[config.mk]
export PLATFORM = sky130hd
export DESIGN_NAME = pic_host_sequencer_flat
export DESIGN_NICKNAME = d
export VERILOG_FILES = /design/src/rtl/pic_host_sequencer_pkg.sv /design/src/rtl/pic_host_sequencer_if.sv /design/src/rtl/pic_host_sequencer_timer.sv /design/src/rtl/pic_host_sequencer.sv /design/src/flat_wrapper.sv
export SDC_FILE = /design/constraint.sdc
export NUM_CORES = 1
export LEC_CHECK = 0
export CAP_MARGIN = 20
export CORE_UTILIZATION = 46
export CTS_CLUSTER_DIAMETER = 100
export CTS_CLUSTER_SIZE = 16
export DETAILED_ROUTE_END_ITERATION = 16
export GPL_TIMING_DRIVEN = 0
export PLACE_DENSITY = 0.74
export SLEW_MARGIN = 20
export SYNTH_ARGS = -nofsm -noshare
export SYNTH_HDL_FRONTEND = slang
export SYNTH_SLANG_ARGS = --single-unit
[constraint.sdc]
create_clock -name clk -period 3.8 [get_ports clk]
set_input_delay 0.76 -clock clk [delete_from_list [all_inputs] [get_ports clk]]
set_output_delay 0.76 -clock clk [all_outputs]
set_load 0.02 [all_outputs]
[src/rtl/pic_host_sequencer_pkg.sv]
// Shared types and constants for the PIC host sequencer: FSM states, write
// kinds, ICW1 flag positions and the ICW-step helper.
package pic_host_pkg;

  typedef enum logic [3:0] {
    S_IDLE, S_SETUP, S_STROBE, S_HOLD, S_NEXT,
    S_INTA1, S_GAP, S_INTA2, S_CAPTURE
`ifdef PIC_HOST_AUTO_EOI_EN
    , S_EOI
`endif
  } state_t;

  typedef enum logic [1:0] {OP_ICW, OP_OCW, OP_EOI} op_t;

  localparam int         ICW1_IC4_BIT  = 0;
  localparam int         ICW1_SNGL_BIT = 1;
  localparam int         ICW1_ID_BIT   = 4;
  localparam logic [7:0] OCW2_NS_EOI   = 8'h20;

  typedef struct packed {
    logic       more;
    logic [1:0] idx;
  } icw_step_t;

  // Which ICW follows ICW<idx+1>; ICW3 exists only in cascade mode, ICW4 only with IC4.
  function automatic icw_step_t icw_next(input logic [1:0] idx, input logic [7:0] icw1);
    icw_step_t s;
    s.more = 1'b0;
    s.idx  = 2'd0;
    case (idx)
      2'd0: begin s.more = 1'b1; s.idx = 2'd1; end
      2'd1: begin
        if (!icw1[ICW1_SNGL_BIT])    begin s.more = 1'b1; s.idx = 2'd2; end
        else if (icw1[ICW1_IC4_BIT]) begin s.more = 1'b1; s.idx = 2'd3; end
      end
      2'd2: if (icw1[ICW1_IC4_BIT]) begin s.more = 1'b1; s.idx = 2'd3; end
      default: ;
    endcase
    return s;
  endfunction

endpackage

[src/rtl/pic_host_sequencer_if.sv]
// CPU-side pin bundle of the 8259-style PIC: write strobe, INTA, address and data.
interface pic_host_sequencer_if;
  logic       intr;
  logic [7:0] d_in;
  logic [7:0] d_out;
  logic       d_oe;
  logic       a0;
  logic       wr_n;
  logic       inta_n;

  modport master (input intr, d_in, output d_out, d_oe, a0, wr_n, inta_n);
  modport slave  (output intr, d_in, input d_out, d_oe, a0, wr_n, inta_n);
endinterface

[src/rtl/pic_host_sequencer_timer.sv]
// Loadable down-counter timing the wr_n strobe, both INTA pulses and the INTA gap.
module pic_strobe_timer #(
  parameter int W = 8
) (
  input  logic         clk,
  input  logic         rst_n,
  input  logic         load,
  input  logic [W-1:0] load_val,
  input  logic         count,
  output logic         done
);
  logic [W-1:0] cnt;

  always_ff @(posedge clk or negedge rst_n) begin
    if (!rst_n)                    cnt <= '0;
    else if (load)                 cnt <= load_val;
    else if (count && cnt != '0)   cnt <= cnt - 1'b1;
  end

  assign done = (cnt == '0);
endmodule

[src/rtl/pic_host_sequencer.sv]
// Bus master for an 8259-style PIC: ICW init sequence, OCW writes, two-pulse INTA.
// Define PIC_HOST_AUTO_EOI_EN to follow every INTA with a non-specific EOI write.
module pic_host_sequencer
  import pic_host_pkg::*;
#(
  parameter int WR_PULSE   = 2,
  parameter int INTA_PULSE = 2,
  parameter int INTA_GAP   = 1
) (
  input  logic                        clk,
  input  logic                        rst_n,
  input  logic                        init_start,
  input  logic [7:0]                  icw1,
  input  logic [7:0]                  icw2,
  input  logic [7:0]                  icw3,
  input  logic [7:0]                  icw4,
  input  logic                        ocw_req,
  input  logic                        ocw_a0,
  input  logic [7:0]                  ocw_data,
  output logic                        ocw_ack,
  pic_host_sequencer_if.master        bus,
  output logic [7:0]                  vector,
  output logic                        vector_valid,
  output logic                        init_done,
  output logic                        busy
);
  localparam logic [7:0] WR_LD       = 8'(WR_PULSE - 1);
  localparam logic [7:0] INTA_LD     = 8'(INTA_PULSE - 1);
  localparam logic [7:0] GAP_LD      = 8'(INTA_GAP - 1);
  localparam logic [7:0] ICW1_ID_SET = 8'(1 << ICW1_ID_BIT);

  state_t          state;
  op_t             op;
  logic [1:0]      icw_idx;
  logic [3:0][7:0] icw_r;
  logic            wr_n, inta_n, d_oe, a0;
  logic [7:0]      d_out;
  logic            tmr_load, tmr_count, tmr_done;
  logic [7:0]      tmr_val;
  icw_step_t       step;

  assign step = icw_next(icw_idx, icw_r[0]);

  // The timer is loaded in the cycle before a timed state, so its value is
  // ready on the first cycle of that state.
  // NOTE: every signal written in always_comb gets a default first, otherwise a latch is inferred.
  always_comb begin
    tmr_load = 1'b0;
    tmr_val  = '0;
    case (state)
      S_IDLE:  if (!init_start && init_done && bus.intr) begin tmr_load = 1'b1; tmr_val = INTA_LD; end
      S_SETUP: begin tmr_load = 1'b1; tmr_val = WR_LD; end
      S_INTA1: if (tmr_done) begin tmr_load = 1'b1; tmr_val = GAP_LD; end
      S_GAP:   if (tmr_done) begin tmr_load = 1'b1; tmr_val = INTA_LD; end
      default: ;
    endcase
  end

  assign tmr_count = (state == S_STROBE) || (state == S_INTA1) ||
                     (state == S_GAP)    || (state == S_INTA2);

  pic_strobe_timer #(.W(8)) u_timer (
    .clk      (clk),
    .rst_n    (rst_n),
    .load     (tmr_load),
    .load_val (tmr_val),
    .count    (tmr_count),
    .done     (tmr_done)
  );

  // NOTE: sequential state uses non-blocking assignments so every register samples pre-edge values.
  always_ff @(posedge clk or negedge rst_n) begin
    if (!rst_n) begin
      state        <= S_IDLE;
      op           <= OP_ICW;
      icw_idx      <= 2'd0;
      icw_r        <= '0;
      wr_n         <= 1'b1;
      inta_n       <= 1'b1;
      d_oe         <= 1'b0;
      a0           <= 1'b0;
      d_out        <= 8'h00;
      vector       <= 8'h00;
      vector_valid <= 1'b0;
      ocw_ack      <= 1'b0;
      init_done    <= 1'b0;
    end else begin
      ocw_ack      <= 1'b0;
      vector_valid <= 1'b0;
      case (state)
        S_IDLE: begin
          if (init_start) begin
            icw_r     <= {icw4, icw3, icw2, icw1};
            init_done <= 1'b0;
            op        <= OP_ICW;
            icw_idx   <= 2'd0;
            a0        <= 1'b0;
            d_out     <= icw1 | ICW1_ID_SET;
            d_oe      <= 1'b1;
            state     <= S_SETUP;
          end else if (init_done && bus.intr) begin
            inta_n <= 1'b0;
            state  <= S_INTA1;
          end else if (init_done && ocw_req) begin
            op    <= OP_OCW;
            a0    <= ocw_a0;
            d_out <= ocw_data;
            d_oe  <= 1'b1;
            state <= S_SETUP;
          end
        end
        S_SETUP: begin
          wr_n  <= 1'b0;
          state <= S_STROBE;
        end
        S_STROBE: if (tmr_done) begin
          wr_n  <= 1'b1;
          state <= S_HOLD;
        end
        S_HOLD: begin
          d_oe  <= 1'b0;
          state <= S_NEXT;
          if (op == OP_ICW && !step.more) init_done <= 1'b1;
          if (op == OP_OCW)               ocw_ack   <= 1'b1;
        end
        S_NEXT: begin
          if (op == OP_ICW && step.more) begin
            icw_idx <= step.idx;
            a0      <= 1'b1;
            d_out   <= icw_r[step.idx];
            d_oe    <= 1'b1;
            state   <= S_SETUP;
          end else begin
            state <= S_IDLE;
          end
        end
        S_INTA1: if (tmr_done) begin
          inta_n <= 1'b1;
          state  <= S_GAP;
        end
        S_GAP: if (tmr_done) begin
          inta_n <= 1'b0;
          state  <= S_INTA2;
        end
        S_INTA2: if (tmr_done) begin
          vector       <= bus.d_in;
          vector_valid <= 1'b1;
          inta_n       <= 1'b1;
          state        <= S_CAPTURE;
        end
`ifdef PIC_HOST_AUTO_EOI_EN
        S_CAPTURE: state <= S_EOI;
        S_EOI: begin
          op    <= OP_EOI;
          a0    <= 1'b0;
          d_out <= OCW2_NS_EOI;
          d_oe  <= 1'b1;
          state <= S_SETUP;
        end
`else
        S_CAPTURE: state <= S_IDLE;
`endif
        default: state <= S_IDLE;
      endcase
    end
  end

  assign bus.wr_n   = wr_n;
  assign bus.inta_n = inta_n;
  assign bus.d_oe   = d_oe;
  assign bus.a0     = a0;
  assign bus.d_out  = d_out;
  assign busy       = (state != S_IDLE);
endmodule

[src/flat_wrapper.sv]
// flat-port wrapper written by rule: the top's interface ports become plain ports
module pic_host_sequencer_flat import pic_host_pkg::*;
#(
  parameter int WR_PULSE   = 2,
  parameter int INTA_PULSE = 2,
  parameter int INTA_GAP   = 1
)
  (clk, rst_n, init_start, icw1, icw2, icw3, icw4, ocw_req, ocw_a0, ocw_data, ocw_ack, vector, vector_valid, init_done, busy, bus_intr, bus_d_in, bus_d_out, bus_d_oe, bus_a0, bus_wr_n, bus_inta_n);
  pic_host_sequencer_if bus_i ();
  input  logic clk;
  input  logic rst_n;
  input  logic init_start;
  input  logic [7:0] icw1;
  input  logic [7:0] icw2;
  input  logic [7:0] icw3;
  input  logic [7:0] icw4;
  input  logic ocw_req;
  input  logic ocw_a0;
  input  logic [7:0] ocw_data;
  output logic ocw_ack;
  output logic [7:0] vector;
  output logic vector_valid;
  output logic init_done;
  output logic busy;
  input wire logic [$bits(bus_i.intr)-1:0] bus_intr;
  input wire logic [$bits(bus_i.d_in)-1:0] bus_d_in;
  output wire logic [$bits(bus_i.d_out)-1:0] bus_d_out;
  output wire logic [$bits(bus_i.d_oe)-1:0] bus_d_oe;
  output wire logic [$bits(bus_i.a0)-1:0] bus_a0;
  output wire logic [$bits(bus_i.wr_n)-1:0] bus_wr_n;
  output wire logic [$bits(bus_i.inta_n)-1:0] bus_inta_n;
  assign bus_i.intr = bus_intr;
  assign bus_i.d_in = bus_d_in;
  assign bus_d_out = bus_i.d_out;
  assign bus_d_oe = bus_i.d_oe;
  assign bus_a0 = bus_i.a0;
  assign bus_wr_n = bus_i.wr_n;
  assign bus_inta_n = bus_i.inta_n;
  pic_host_sequencer #(.WR_PULSE(WR_PULSE), .INTA_PULSE(INTA_PULSE), .INTA_GAP(INTA_GAP)) u_core (.clk(clk), .rst_n(rst_n), .init_start(init_start), .icw1(icw1), .icw2(icw2), .icw3(icw3), .icw4(icw4), .ocw_req(ocw_req), .ocw_a0(ocw_a0), .ocw_data(ocw_data), .ocw_ack(ocw_ack), .bus(bus_i), .vector(vector), .vector_valid(vector_valid), .init_done(init_done), .busy(busy));
endmodule
* Word-level counts from Yosys, hierarchy flattened
Index checks and enable logic that the tools add are counted.
Word-level totals: bits in registers 71, bits of input ports 54, logic and storage cells 134
Operators by class: add/subtract/negate cells 1, $lt $le $gt $ge 1, equality and inequality tests 24, mux-type cells 54, reduce and logical (&&, ||, !) cells 37
Operators with widths (count):
- 8-bit 2-to-1 mux | 7
- 4-bit case mux with 8 select lines | 1
- 4-bit 2-to-1 mux | 7
- 8-bit case mux with 3 select lines | 1
- 1-bit 2-to-1 mux | 21
- 8-bit binary-select mux with 2-bit select | 1
- 4-bit by 3-bit equality test with 1-bit output (second input constant) | 4
- 2-bit by 1-bit inequality test with 1-bit output (second input constant) | 8
- 8-bit case mux with 2 select lines | 1
- 2-bit 2-to-1 mux | 5
- 5-bit AND reduction | 2
- 2-bit nonzero test | 5
- 1-bit case mux with 3 select lines | 3
- 3-bit case mux with 3 select lines | 1
- 3-bit AND reduction | 3
- 4-bit by 2-bit equality test with 1-bit output (second input constant) | 2
- 8-bit zero test | 1
- 4-bit AND reduction | 2
- 8-bit nonzero test | 1
- 8-bit by 1-bit subtractor with 8-bit output (second input constant) | 1
- 1-bit logical AND | 7
- 3-bit 2-to-1 mux | 2
- 2-bit inequality test (second input constant) | 3
- 1-bit case mux with 2 select lines | 3
- other kinds (16) | 25

* Depth between registers and ports, before layout
Gate-level depths: netlist of run 1.
depth in word-level cells 7, mapped depth 7, gate-level depth less buffers 7

* By module
Synthesis of run 1 repeated with hierarchy kept, for this count alone.
Second synthesis, totals: cell total of the unflattened synthesis 329, area total of the unflattened synthesis 3692.3 um^2
Modules (own cells, without submodules):
- pic_host_sequencer | instances 1, cells an instance 264, area an instance 3120.5 um^2, sequential area each 1554.0 um^2
- pic_strobe_timer | instances 1, cells an instance 65, area an instance 571.8 um^2, sequential area each 200.2 um^2

* Least setup slack after synthesis of run 1
No wires, ideal clock.
path type input port to flip-flop, start point input port init_start, end point register u_core.icw_r[0] (netlist bit), setup time 0.125 ns, data arrival time 1.903 ns, data required time 3.675 ns, slack 1.773 ns, stages 4, path buffers 2, path through buf_1 nand2_1 clkbuf_1 mux2_2
On the way: longest elaborated chain between the ends 1
Ends and longest elaborated chain:
- start: declaration | RTL line flat_wrapper.sv:12 | input logic init_start;
- 2-bit AND reduction (no line)
- end signal: assignment | RTL line pic_host_sequencer.sv:93 | icw_r <= {icw4, icw3, icw2, icw1};
- end: declaration | RTL line pic_host_sequencer.sv:35 | logic [3:0][7:0] icw_r;
Every way passes these cells. A chain may end at the register's enable or synchronous reset.

* Final worst setup path of run 1
start point register u_core.state[3], end point output port busy
On the way: longest elaborated chain between the ends 1
Ends and longest elaborated chain:
- start: declaration | RTL line pic_host_sequencer.sv:32 | state_t state;
- start signal: assignment | RTL line pic_host_sequencer.sv:74 | state <= S_IDLE;
- start signal: assignment | RTL line pic_host_sequencer.sv:100 | state <= S_SETUP;
- start signal: assignment | RTL line pic_host_sequencer.sv:103 | state <= S_INTA1;
- 4-bit nonzero test | RTL line pic_host_sequencer.sv:173 | assign busy = (state != S_IDLE);
- end: declaration | RTL line flat_wrapper.sv:24 | output logic busy;
Every way passes these cells.

==> impl_metrics.tcl, run 1 <==
set metrics [dict create \
    syn_area_mm2 0.00354 \
    final_area_mm2 0.00467 \
    fin_crit_sh 0.800 \
    cp_max_fo 10 \
    gp_congestion 0.892 \
    drc 0 \
    syn_nets 370 \
    crit_slowest_cell "nor4_2" \
    max-cap-violations 0 \
    fmax_ghz 0.329 \
    p_per_area_mw_per_mm2 841 \
    slew_headroom 0.393 \
    worst_slew_pin_slew_ns 0.903 \
    grt_pass1_wl_um 14200 \
    crit_chain "buf_2 > nor4_2 > inv_1 > clkdlybuf4s50_1" \
    avgRoutedWirePerCell_um 16.6 \
    grt_use_total 0.225 \
    core-area_mm2 0.00733 \
    ys.warnings.count 0 \
    grt_max_degree 45 \
    row_count 31 \
    outcome "finished, final reports clean" \
    dp_hpwl_um 6150 \
    start_util 0.483 \
    die_h_um 89.7 \
    rr_startpoint "u_core.icw_idx[0]" \
    die_w_um 89.7 \
    hold_class "in2async" \
    crit_arrival_ns 2.28 \
    total_power_mw 3.92 \
    required_ns 3.04 \
    cts_max_path_buffers 2 \
    cts_sinks 70 \
    syn_inst 314 \
    dp.cells 491 \
    drive_above_1_share 0.211 \
    ys_types 60 \
    grt_overflow 0 \
    layout_min_cycle_time_ns 3.04 \
    maxSlewViolCount 0 \
    finalSetupViolCount 0 \
    dr.pass1.iters 6 \
    ys_ff_latch 70 \
    rsz0062_at_grt "no" \
    reg2reg_depth 5 \
    antenna_cells 0 \
    cts_max_level 3 \
    path_buf_inv 3 \
    fp.dieArea_mm2 0.00805 \
    cts_root_buffer "clkbuf_8" \
    path_class "reg2out" \
    finalNonFillerCells 507 \
    cpLargestDelayFamily "buffers and inverters" \
    synth-edff-count 0 \
    rrSetupSlack_ns 1.31 \
    worst_setup_path_end_kind "primary output" \
    insertion_delay_ns 0.35 \
    ctsResizeCount 0 \
    ant_nets 0 \
    cpPeakStageDelay_ns 0.58 \
    placed_area_mm2 0.00446 \
    worstReg2RegEnd "u_core.bus.d_out[2]" \
    first_iter_violations 130 \
    synthFlopType "dfrtp_1" \
    io_buffers 77 \
    hold_viol 0 \
    grt_pass1_vias 2764 \
    antenna_found_initial 0 \
    start_kind "register" \
    fin_nets 459 \
    cts_setup_buffers 0 \
    async_flop_share 1.00 \
    wl_um 8420 \
    ir_drop_v 0.000435 \
    holdBufCountCts 0 \
    ys_seq_area_frac 0.495 \
    whs_ns 0.324 \
    io_pins 78 \
    clkTransAtPathRegs_ns 0.08 \
    timing.critical_path.from "u_core.state[3]" \
    leakage_nw 1.92 \
    avgSynthCellArea_um2 11.3 \
    viasPerCell 5.58 \
    cts_tree "built" \
    vias 2828 \
    syn_to_final_growth_pct 31.8 \
    cts_buffers 9 \
    clock_skew_ns 0.00903 \
]
-- cells in the mapped netlist (5+ instances only) --
cell	count	area share
dfrtp_1	68	0.48
mux2_2	50	0.16
nor2_1	22	0.023
nand2_1	16	0.017
o21ai_0	13	0.018
inv_1	11	0.012
a21oi_1	10	0.014
clkbuf_1	9	0.0095
nand3_1	8	0.011
nand2b_1	7	0.012
o21a_1	7	0.015
o22ai_1	7	0.012
mux2i_1	6	0.017
nor2b_1	5	0.0088
nor3_1	5	0.0071
xor2_1	5	0.012
-- registers in the layout, indices dropped and copies added, names as in the netlist --
name / flops
u_core.ocw_ack: 1
u_core.bus.d_out: 8
u_core.state: 4
u_core.op: 1
u_core.bus.d_oe: 1
u_core.icw_r: 32
u_core.bus.wr_n: 1
u_core.u_timer.cnt: 8
u_core.vector_valid: 1
u_core.icw_idx: 2
u_core.init_done: 1
u_core.bus.a0: 1
u_core.bus.inta_n: 1
u_core.vector: 8
-- metrics by stage --
step	TNS [ns]	util	setup WS [ns]
2_1_floorplan	0	-	1.77
3_3_place_gp	-30.89	0.605	-0.458
3_5_place_dp	0	0.608	0.577
4_1_cts	0	0.636	0.825
5_1_grt	0	0.636	0.726
6_report	0	0.636	0.760
-- power breakdown --
part / switching (mW) / internal (mW)
sequential: 0.237 / 1.11
combinational: 1.01 / 0.951
clock: 0.284 / 0.326
total: 1.53 / 2.39
-- worst max path at each step --
stage                            end  cells after the start
global route                    busy                      4
finish                          busy                      4
CTS                             busy                      4
floorplan            u_core.icw_r[0]                      4
global placement    u_core.icw_r[18]                      1
detailed placement  u_core.icw_r[23]                      5
-- worst reg2reg max path: stages, from the launching register on --
cell      delay, ns
dfrtp_1        0.46
nand2b_1       0.32
a21oi_2        0.40
a32oi_2        0.20
a211oi_4       0.59
mux2_2         0.40
-- layout by cell type (no fill, tap or decap), types with 4 or more instances in the layout --
cell | Yosys | layout
a211oi_1 | 4 | 4
a21oi_1 | 10 | 10
clkbuf_1 | 9 | 9
clkbuf_8 | 0 | 14
clkdlybuf4s50_1 | 0 | 76
dfrtp_1 | 68 | 68
inv_1 | 11 | 11
mux2_2 | 50 | 50
mux2i_1 | 6 | 6
nand2_1 | 16 | 16
nand2b_1 | 7 | 7
nand3_1 | 8 | 8
nor2_1 | 22 | 22
nor2b_1 | 5 | 5
nor3_1 | 5 | 5
o211ai_1 | 4 | 4
o21a_1 | 7 | 7
o21ai_0 | 13 | 13
o221ai_1 | 4 | 4
o22ai_1 | 7 | 7
o31ai_1 | 4 | 4
xor2_1 | 5 | 5
-- logic make-up after synthesis --
family	after synthesis	share of synthesized area
DFF	70	0.495
AOI/OAI and AO/OA	71	0.144
xor gates and xnor gates	7	0.0173
buffers and inverters	27	0.0318
and+or+nand+nor	81	0.128
muxes	56	0.176
adders and majority gates	2	0.00707
-- metal layers --
metal / track usage / share of wire
met2: 0.358 / 0.50
met5: 0 / 0
met1: 0.312 / 0.44
met4: 0.0888 / 0.016
met3: 0.0321 / 0.051
-- final cells by class --
type,instances,area [µm²]
Sequential cell,70,1750
Buffer,16,71.3
Clock buffer,14,193
Inverter,11,41.3
Multi-Input combinational cell,217,1670
Fill cell,588,2670
Clock inverter,2,12.5
Timing Repair Buffer,78,796
Tap cell,99,124
No activity file was read; power rests on OpenSTA's default activity.
==> run 2: changes to the inputs <==
--- a/config.mk
+++ b/config.mk
@@ -11,7 +11,7 @@
 export CTS_CLUSTER_SIZE = 16
 export DETAILED_ROUTE_END_ITERATION = 16
 export GPL_TIMING_DRIVEN = 0
-export PLACE_DENSITY = 0.74
+export PLACE_DENSITY = 0.77
 export SLEW_MARGIN = 20
 export SYNTH_ARGS = -nofsm -noshare
 export SYNTH_HDL_FRONTEND = slang
==> constraint.sdc (replaced) <==
create_clock -name clk -period 2.6 [get_ports clk]
set_input_delay 0.52 -clock clk [delete_from_list [all_inputs] [get_ports clk]]
set_output_delay 0.52 -clock clk [all_outputs]
set_load 0.02 [all_outputs]
==> run 2 against run 1 <==
Against the previous run:
- critical path type unchanged
- final area up 0.43%
- largest cell class unchanged
- highest routed layer unchanged
- wire length decreased by 0.33%
- die area stayed put
- register-to-register slack got worse by 1.2 ns
- hold slack got worse by 0.20 ns
- worst setup slack worse by 0.67 ns
- final cell count stayed put
- sequential power grew 47%
- largest power group unchanged
==> impl_metrics.tcl, run 2 (synthesized netlist as in run 1, its figures left out) <==
set metrics [dict create \
    viasPerCell 5.57 \
    cts_sinks 70 \
    timing.final.ws_setup_ns 0.0893 \
    antenna_found_initial 0 \
    path_class "reg2out" \
    syn_to_final_growth_pct 32.3 \
    clock_skew_ns 0.00634 \
    hold_class "in2async" \
    required_ns 2.08 \
    final_area_mm2 0.00469 \
    layout_min_cycle_time_ns 2.51 \
    fmax_ghz 0.398 \
    avgRoutedWirePerCell_um 16.6 \
    totalNegativeSetupSlack_ns 0 \
    cts_max_path_buffers 2 \
    maxSlewViolCount 0 \
    row_count 31 \
    hold_viol 0 \
    p_per_area_mw_per_mm2 1250 \
    die_h_um 89.7 \
    outcome "finished, final reports clean" \
    largest_register "u_core.icw_r" \
    insertion_delay_ns 0.35 \
    largest_register_ffs 32 \
    regArea_mm2 0.00175 \
    wl_um 8390 \
    max-cap-violations 0 \
    dr.pass1.iters 5 \
    grt_overflow 0 \
    antenna_cells 0 \
    cts_root_buffer "clkbuf_8" \
    cp_max_fo 6 \
    start_util 0.483 \
    core-area_mm2 0.00733 \
    worst_setup_path_end_kind "primary output" \
    ir_drop_v 0.000512 \
    start_kind "register" \
    holdBufCountCts 0 \
    io_pins 78 \
    finalSetupViolCount 0 \
    rrSetupSlack_ns 0.09 \
    place_ws_ns -0.440 \
    final_common_cell "clkdlybuf4s50_1" \
    cts_buffers 9 \
    fillers 583 \
    fin_crit_sh 0.966 \
    leakage_nw 1.93 \
    multiInputGateArea_mm2 0.00168 \
    fin_nets 459 \
    grt_pass1_wl_um 14100 \
    clkTransAtPathRegs_ns 0.07 \
    fp.dieArea_mm2 0.00805 \
    finalNonFillerCells 507 \
    die_w_um 89.7 \
    rsz0062_at_grt "no" \
    drive_above_1_share 0.213 \
    ant_nets 0 \
    first_iter_violations 127 \
    worst_slew_pin_slew_ns 0.959 \
    total_power_mw 5.85 \
    drc 0 \
    cts_max_level 3 \
    placed_area_mm2 0.00445 \
    grt_pass1_vias 2908 \
    dp.cells 491 \
    postLayoutCoreUtil 0.639 \
    grt_use_total 0.221 \
    vias 2823 \
    grt_max_degree 37 \
    whs_ns 0.123 \
    cts_tree "built" \
    gp_congestion 0.887 \
    crit_arrival_ns 1.99 \
    slew_headroom 0.355 \
    final_cell_mix "clkdlybuf4s50_1, dfrtp_1, mux2_2" \
    io_buffers 77 \
    dp_hpwl_um 6140 \
]
[run 2: changes by cell type in the layout (fill, tap and decap cells not counted)]
cell	change
buf_16	-1
buf_2	+1
buf_12	+1
buf_1	-1
clkinv_2	+1
clkinvlp_4	+1
nor4_2	-1
clkbuf_8	-4
nor4_4	+1
bufinv_16	+2
[run 2: layout make-up]
cell class / instances / share of cell area
buffer: 16 / 0.0155
timing repair buffer: 78 / 0.168
multi-input combinational: 217 / 0.359
clock inverter: 6 / 0.0182
tap: 99 / 0.0264
sequential: 70 / 0.374
clock buffer: 10 / 0.0294
inverter: 11 / 0.00881
[run 2: worst paths after layout]
| path | startpoint | endpoint | cells past startpoint |
|---|---|---|---|
| worst max-delay path | u_core.state[0] | busy | 4 |
| worst min-delay path | rst_n | u_core.u_timer.cnt[0] | 1 |
| worst max register to register | u_core.icw_idx[0] | u_core.bus.d_out[7] | 5 |
| worst min register to register | u_core.bus.d_oe | u_core.bus.d_oe | 1 |
| max in group asynchronous | rst_n | u_core.icw_r[26] | 2 |
| min in group clk | u_core.bus.d_oe | u_core.bus.d_oe | 1 |
[run 2: worst max-delay path, stage by stage, from the launching register on]
cell,delay [ns]
dfrtp_1,0.36
buf_2,0.18
nor4_4,0.40
inv_1,0.15
clkdlybuf4s50_1,0.56
[run 2: routing by layer]
metal	wire length (µm)	track usage	up-vias	share of wire
li1	-	-	1332	-
met5	0	0	-	0
met3	409	0.0516	9	0.049
met4	99	0.0710	0	0.012
met2	4170	0.365	91	0.50
met1	3710	0.286	1391	0.44
[run 2: timing repair]
item / CTS / global route
endpoints found under the hold margin: 0 / 0
pin swaps: 0 / 1
gates resized for setup: 2 / 0
endpoints found under the setup margin: 29 / 1
setup buffers: 0 / 0
[run 2: power breakdown]
group	leakage [nW]	switching, mW	internal (mW)
sequential	0.845	0.358	1.62
clock	0.108	0.413	0.562
combinational	0.975	1.50	1.40
total	1.93	2.27	3.58
